$ cat src/rtl/addr_seq_reader.sv
// addr_seq_reader
//   Burst reader that walks an external address register. A start in IDLE
//   loads the register with src_base. Each byte then takes three phases:
//   ADDR issues the read, WAIT captures the data, and OUT presents the byte
//   until the consumer accepts it. Between bytes the address register is
//   incremented, and DONE clears it when the burst ends.
//
// Ports
//   clk, reset          clock; synchronous active-high reset
//   start               burst request, sampled only in IDLE
//   src_base, count     burst start address and byte count (count 0 = empty)
//   ar_dataout          current value of the external address register
//   ar_write_en/datain  load pulse and load value for the address register
//   ar_inc, ar_reset    increment and clear pulses for the address register
//   mem_addr, mem_rd    memory read address and strobe (data one cycle later)
//   mem_rdata           memory read data
//   out_data/valid      delivered byte with its valid flag
//   out_ready           consumer accept
//   busy, done          not-IDLE flag; one-cycle end-of-burst pulse
module addr_seq_reader (
  input  logic       clk,
  input  logic       reset,
  input  logic       start,
  input  logic [7:0] src_base,
  input  logic [7:0] count,
  input  logic [7:0] ar_dataout,
  output logic       ar_write_en,
  output logic [7:0] ar_datain,
  output logic       ar_inc,
  output logic       ar_reset,
  output logic [7:0] mem_addr,
  output logic       mem_rd,
  input  logic [7:0] mem_rdata,
  output logic [7:0] out_data,
  output logic       out_valid,
  input  logic       out_ready,
  output logic       busy,
  output logic       done
);

  typedef enum logic [2:0] {
    S_IDLE = 3'd0,
    S_ADDR = 3'd1,
    S_WAIT = 3'd2,
    S_OUT  = 3'd3,
    S_DONE = 3'd4
  } state_t;

  state_t     r_state, w_next;
  logic [7:0] r_remaining;
  logic [7:0] r_out_data;

  logic w_load, w_inc, w_clr, w_rd, w_valid, w_done, w_hs;

  // A byte is accepted only while it is being presented in OUT.
  assign w_hs = (r_state == S_OUT) && out_ready;

  always_comb begin
    w_next  = r_state;
    w_load  = 1'b0;
    w_inc   = 1'b0;
    w_clr   = 1'b0;
    w_rd    = 1'b0;
    w_valid = 1'b0;
    w_done  = 1'b0;
    case (r_state)
      S_IDLE: begin
        if (start) begin
          if (count != 8'd0) begin
            w_load = 1'b1;
            w_next = S_ADDR;
          end else begin
            w_next = S_DONE;
          end
        end
      end
      S_ADDR: begin
        w_rd   = 1'b1;
        w_next = S_WAIT;
      end
      S_WAIT: w_next = S_OUT;
      S_OUT: begin
        w_valid = 1'b1;
        if (out_ready) begin
          // The <= also covers a zero count, so the burst always ends.
          if (r_remaining <= 8'd1) begin
            w_next = S_DONE;
          end else begin
            w_inc  = 1'b1;
            w_next = S_ADDR;
          end
        end
      end
      S_DONE: begin
        w_done = 1'b1;
        w_clr  = 1'b1;
        w_next = S_IDLE;
      end
      default: w_next = S_IDLE;
    endcase
  end

  always_ff @(posedge clk) begin
    if (reset) begin
      r_state     <= S_IDLE;
      r_remaining <= 8'd0;
      r_out_data  <= 8'd0;
    end else begin
      r_state <= w_next;
      if (w_load)
        r_remaining <= count;
      else if (w_hs)
        r_remaining <= r_remaining - 8'd1;
      if (r_state == S_WAIT)
        r_out_data <= mem_rdata;
    end
  end

  // Outputs are gated by reset so that every strobe is quiet during the
  // reset cycle itself, including the start-driven load pulse in IDLE.
  assign ar_write_en = w_load & ~reset;
  assign ar_datain   = (w_load & ~reset) ? src_base : 8'd0;
  assign ar_inc      = w_inc & ~reset;
  assign ar_reset    = w_clr & ~reset;
  assign mem_rd      = w_rd & ~reset;
  assign out_valid   = w_valid & ~reset;
  assign done        = w_done & ~reset;
  assign busy        = (r_state != S_IDLE) & ~reset;
  assign mem_addr    = ar_dataout;
  assign out_data    = r_out_data;

endmodule
$ cat config.mk
export PLATFORM = sky130hd
export DESIGN_NAME = addr_seq_reader
export DESIGN_NICKNAME = d
export VERILOG_FILES = /design/src/rtl/addr_seq_reader.sv
export SDC_FILE = /design/constraint.sdc
export NUM_CORES = 1
export LEC_CHECK = 0
export ABC_AREA = 1
export BUFFER_PORTS_ARGS = -buffer_cell sky130_fd_sc_hd__buf_2
export CORE_MARGIN = 5
export CORE_UTILIZATION = 35
export DETAILED_ROUTE_END_ITERATION = 6
export PLACE_DENSITY = 0.74
export SLEW_MARGIN = 20
export SYNTH_ARGS = -nofsm -noshare
export SYNTH_HDL_FRONTEND = slang
export SYNTH_SLANG_ARGS = --single-unit
$ cat constraint.sdc
create_clock -name clk -period 1.9 [get_ports clk]
set_input_delay 0.285 -clock clk [delete_from_list [all_inputs] [get_ports clk]]
set_output_delay 0.285 -clock clk [all_outputs]
set_load 0.1 [all_outputs]
# After elaboration in Yosys (flattened, before gate mapping)
# Index checks and enable logic that the tools add are counted.
dict set report word_totals {
  ff_bits 19
  in_bits 36
  word_cells 41
}
dict set report classes {
  n_mux 17
  bitwise 7
  n_reduce_logical 6
  eq_ne 6
  add_sub_neg 1
  n_lt_le_gt_ge 1
}
# op n
set op_table {}
lappend op_table {{two-way mux 8 bit} 3}
lappend op_table {{two-way mux 3 bit} 4}
lappend op_table {{one-hot mux 3 bit (4 select lines)} 1}
lappend op_table {{two-way mux 1 bit} 9}
lappend op_table {{less-or-equal comparator 8 x 1 -> 1 bit (second input constant)} 1}
lappend op_table {{nonzero test 8 bit} 1}
lappend op_table {{subtractor 8 x 1 -> 8 bit (second input constant)} 1}
lappend op_table {{bitwise AND 1 bit} 6}
lappend op_table {{== test 3 x 2 -> 1 bit (second input constant)} 2}
lappend op_table {{inequality test 2 bit (second input constant)} 2}
lappend op_table {{== test 3 x 1 -> 1 bit (second input constant)} 1}
lappend op_table {{== test 3 bit (second input constant)} 1}
lappend op_table {{zero test 3 bit} 1}
lappend op_table {{nonzero test 3 bit} 1}
lappend op_table {{AND reduction 2 bit} 1}
lappend op_table {{nonzero test 2 bit} 1}
lappend op_table {{logical AND 1 bit} 1}
lappend op_table {{NOT 1 bit} 1}

# Logic depth before layout (Yosys ltp)
dict set report logic_depth {
  depth_word 6
  mapped_depth 10
  mapped_depth_nobuf 10
}

# Worst setup path before layout
# No wires, ideal clock.
dict set report synth_timing {
  kind {reg2out}
  from {register r_state[0]}
  to {output done}
  stages_incl_launch_ff 3
  arrival_time_ps 3992
  setup_slack_ps -2377
  path_cell_list {dfxtp_1 -> nor4_1 -> buf_4}
}
dict set report synth_between {
  elab_chain_cells 3
}
# item line_no
set synth_lines {}
lappend synth_lines {{start: declaration} 49} ;# state_t r_state, w_next;
lappend synth_lines {{start signal: assignment} 109} ;# r_state <= w_next;
lappend synth_lines {{== test 3 bit} -}
lappend synth_lines {{two-way mux 1 bit} -}
lappend synth_lines {{bitwise AND 1 bit} -}
lappend synth_lines {{end: declaration} 38} ;# output logic done
# No other way between the ends.

# Worst setup path after layout
dict set report layout_timing {
  from {register r_remaining[1]}
  to {output ar_inc}
}
dict set report layout_between {
  elab_chain_cells 5
}
# item line_no
set layout_lines {}
lappend layout_lines {{start: declaration} 50} ;# logic [7:0] r_remaining;
lappend layout_lines {{start signal: assignment} 111} ;# r_remaining <= count;
lappend layout_lines {{start signal: assignment} 113} ;# r_remaining <= r_remaining - 8'd1;
lappend layout_lines {{less-or-equal comparator 8 x 1 -> 1 bit} 86} ;# if (r_remaining <= 8'd1) begin
lappend layout_lines {{two-way mux 1 bit} 86}
lappend layout_lines {{two-way mux 1 bit} 84} ;# if (out_ready) begin
lappend layout_lines {{two-way mux 1 bit} 66} ;# case (r_state)
lappend layout_lines {{bitwise AND 1 bit} 123} ;# assign ar_inc = w_inc & ~reset;
lappend layout_lines {{end: declaration} 29} ;# output logic ar_inc,
# No other way between the ends.

==> impl_metrics.toml <==
[run_status]
outcome = "completed"

[timing]
min_period_ps = 1860
skew_ps = 3.14
worst-slew-pin-transition_ps = 494
fmax_ghz = 0.537
max_slew_margin_pct = 67.3
setup_viol = 0
slew_viol_final = 0
rsz0062_at_grt = "true"
hold_violations = 0
fin_crit_sh_pct = 98.0

[synthesis]
synth_flop_cell = "dfxtp_1"
synth_warnings = 0
syn_area_per_cell_um2 = 6.06
yosys.area.top_type = "dfxtp_1"
synth_cells = 205
syn_nets = 243
synth_top_area_share_pct = 30.6
synth.cell_area_mm2 = 0.00124
synthDistinctLibCells = 23
synth-edff-count = 0
synth.top_cells.by_area = "dfxtp_1, nor2_1, inv_1"
synthArstFlopShare_pct = 0
synth_seq_cells = 19
synth.yosys.seq_area_share_pct = 30.6

[critical_path]
cp_data_arrival_time_ps = 1580
worstRegToRegCells = 9
r2r_end = "r_remaining[5]"
worstPathRequired_ps = 1620
worstPathMaxFanout = 4
r2r-start = "r_state[0]"
path_cells = "inv_4 -> ha_2 -> or2_4 -> nand4_1 -> and3_4 -> buf_12"
slowest_stage = "dfxtp_2"
critPathTopFamily = "simple AND/OR/NAND/NOR gates"
critPathMaxStageDelay_ps = 350
worstSetupPathType = "reg -> out"
path_buf_inv = 2
cp-end-kind = "output pin"
worstSetupStartpointType = "register"
regToRegSetupSlack_ps = 360

[floorplan]
ios = 67
dieArea_mm2 = 0.00484
fp-row-count = 21
coreArea_mm2 = 0.00339
die_w_um = 69.6
die_y_um = 69.6
start_util_pct = 36.7

[route]
routedWlPerCell_um = 11.1
totalWireLength_mm = 3.30
drcViolationCount = 0
dr_total_vias = 1360
postRouteAntennaNets = 0
drtPass1Iterations = 6
drt-initial-drc-count = 74
viasPerCell = 4.56

[clock_network]
clkSinkCount = 19
cts_tree = "done"
insertion_delay_ps = 290
numCtsBuffers = 3
path_clk_slew_ps = 110
cts-root-buf = "clkbuf_4"
htree_num_levels = 1
clockBufferDepth = 2

[grt]
grt_start_max_net_pins = 12
grt_pass1_wl_mm = 5.74
grt_antenna_before_repair = 0
grt_util_all_layers_pct = 13.8
grt_remaining_overflow = 0
first_global_vias = 1322

[hold_path]
hp-start = "mem_rdata[5]"
hold_depth = 3
min_path_type = "in -> reg"
hold_end = "out_data[5]"

[power]
fin_total_pwr_uw = 2570
p_leak_uw = 0.000936
p_per_area_mw_per_mm2 = 1400
worst_ir_drop_vdd_mv = 0.790

[placement]
dp_hpwl_mm = 2.66
port_buffers = 50
place_congestion = 0.916
placed_cell_area_mm2 = 0.00174

[layout]
finalInstanceArea_mm2 = 0.00184
antenna_cells = 0
final_util_pct = 54.2
nNetsFinal = 291
drive_above_1_share_pct = 35.3
syn_to_final_growth_pct = 47.9

[flow_run]
max-cap-violations = 0
-- cell usage after synthesis, drive strengths merged, types with 2 or more instances --
cell type	count
nor2	58
inv	37
nand2	29
dfxtp	19
o21ai	14
buf	12
nand3	12
nand4	9
a21oi	3
clkbuf	3
ha	2
or2	2
-- worst max-delay path by stage --
stage / from / endpoint / slack, ps / cells after the start
finish: r_remaining[1] / ar_inc / 40 / 6
global route: r_remaining[1] / ar_inc / -50 / 6
CTS: r_remaining[0] / ar_inc / -100 / 6
detailed placement: r_remaining[0] / ar_inc / 140 / 6
global placement: r_remaining[0] / ar_inc / 170 / 6
floorplan: r_state[2] / done / -330 / 3
-- tightest hold or removal path: cells and delay by family --
family | cells | cell delay [ps]
buffers and inverters | 1 | 70
AO/OA/AOI/OAI | 1 | 70
AND/OR/NAND/NOR | 1 | 70
-- per-layer routing --
layer  track usage (%)  wire length [µm]  share of wire [%]
met1              16.4              1350                 41
met2              25.6              1730                 52
met3              1.88               208                6.3
met4              3.69                12               0.36
met5                 0                 0                  0
-- power by group --
part           internal, µW  switching, µW  total (µW)
Clock                  81.5            118         200
Sequential              515           88.7         604
Combinational           510           1250        1760
-- layout make-up --
type	count	area, µm²
fillers	341	1550
multi-input cells	134	739
repair buffers	58	488
flip-flops and latches	19	385
inverters	37	141
well taps	46	57.6
clock buffers	4	26.3
-- state kept, by name (all words and copies together), names as in the netlist --
| name | flops |
|---|---|
| out_data | 8 |
| r_remaining | 8 |
| r_state | 3 |
-- cells by family (layout without fill, tap and decap cells) --
family / count (synthesis) / after routing / share of synthesized area, %
xor gates and xnor gates: 1 / 1 / 0.705
and+or+nand+nor: 112 / 112 / 39.9
DFF: 19 / 19 / 30.6
buffers and inverters: 52 / 99 / 18.9
adders and majority gates: 2 / 2 / 2.01
AOI/OAI and AO/OA: 19 / 19 / 7.86
-- placed cells by master (no fill, tap or decap), types with 4 or more instances in the layout --
| master | instances |
|---|---|
| nand2_1 | 29 |
| buf_4 | 7 |
| nor2_1 | 45 |
| nand4_1 | 8 |
| inv_1 | 33 |
| dfxtp_2 | 4 |
| buf_12 | 12 |
| nor2_4 | 10 |
| buf_2 | 39 |
| o21ai_0 | 14 |
| dfxtp_1 | 15 |
| nand3_1 | 11 |
-- through the flow --
stage / setup TNS (ps) / setup WS [ps] / cells / hold slack, ps
global placement: 0 / 172 / 290 / 463
floorplan: -437 / -328 / 205 / 452
CTS: -99.9 / -99.9 / 296 / 234
detailed placement: 0 / 139 / 290 / 473
global route: -47.2 / -47.2 / 298 / 266
finish: 0 / 37.2 / 298 / 237
-- repair_timing --
| item | in CTS | in global routing |
|---|---|---|
| setup buffers | 2 | 2 |
| hold buffers | 0 | 0 |
| setup endpoints to repair | 10 | 11 |
| resized for setup | 3 | 10 |
| cloned | 0 | 0 |
| pin swaps | 0 | 3 |
No activity file was read; power rests on OpenSTA's default activity.
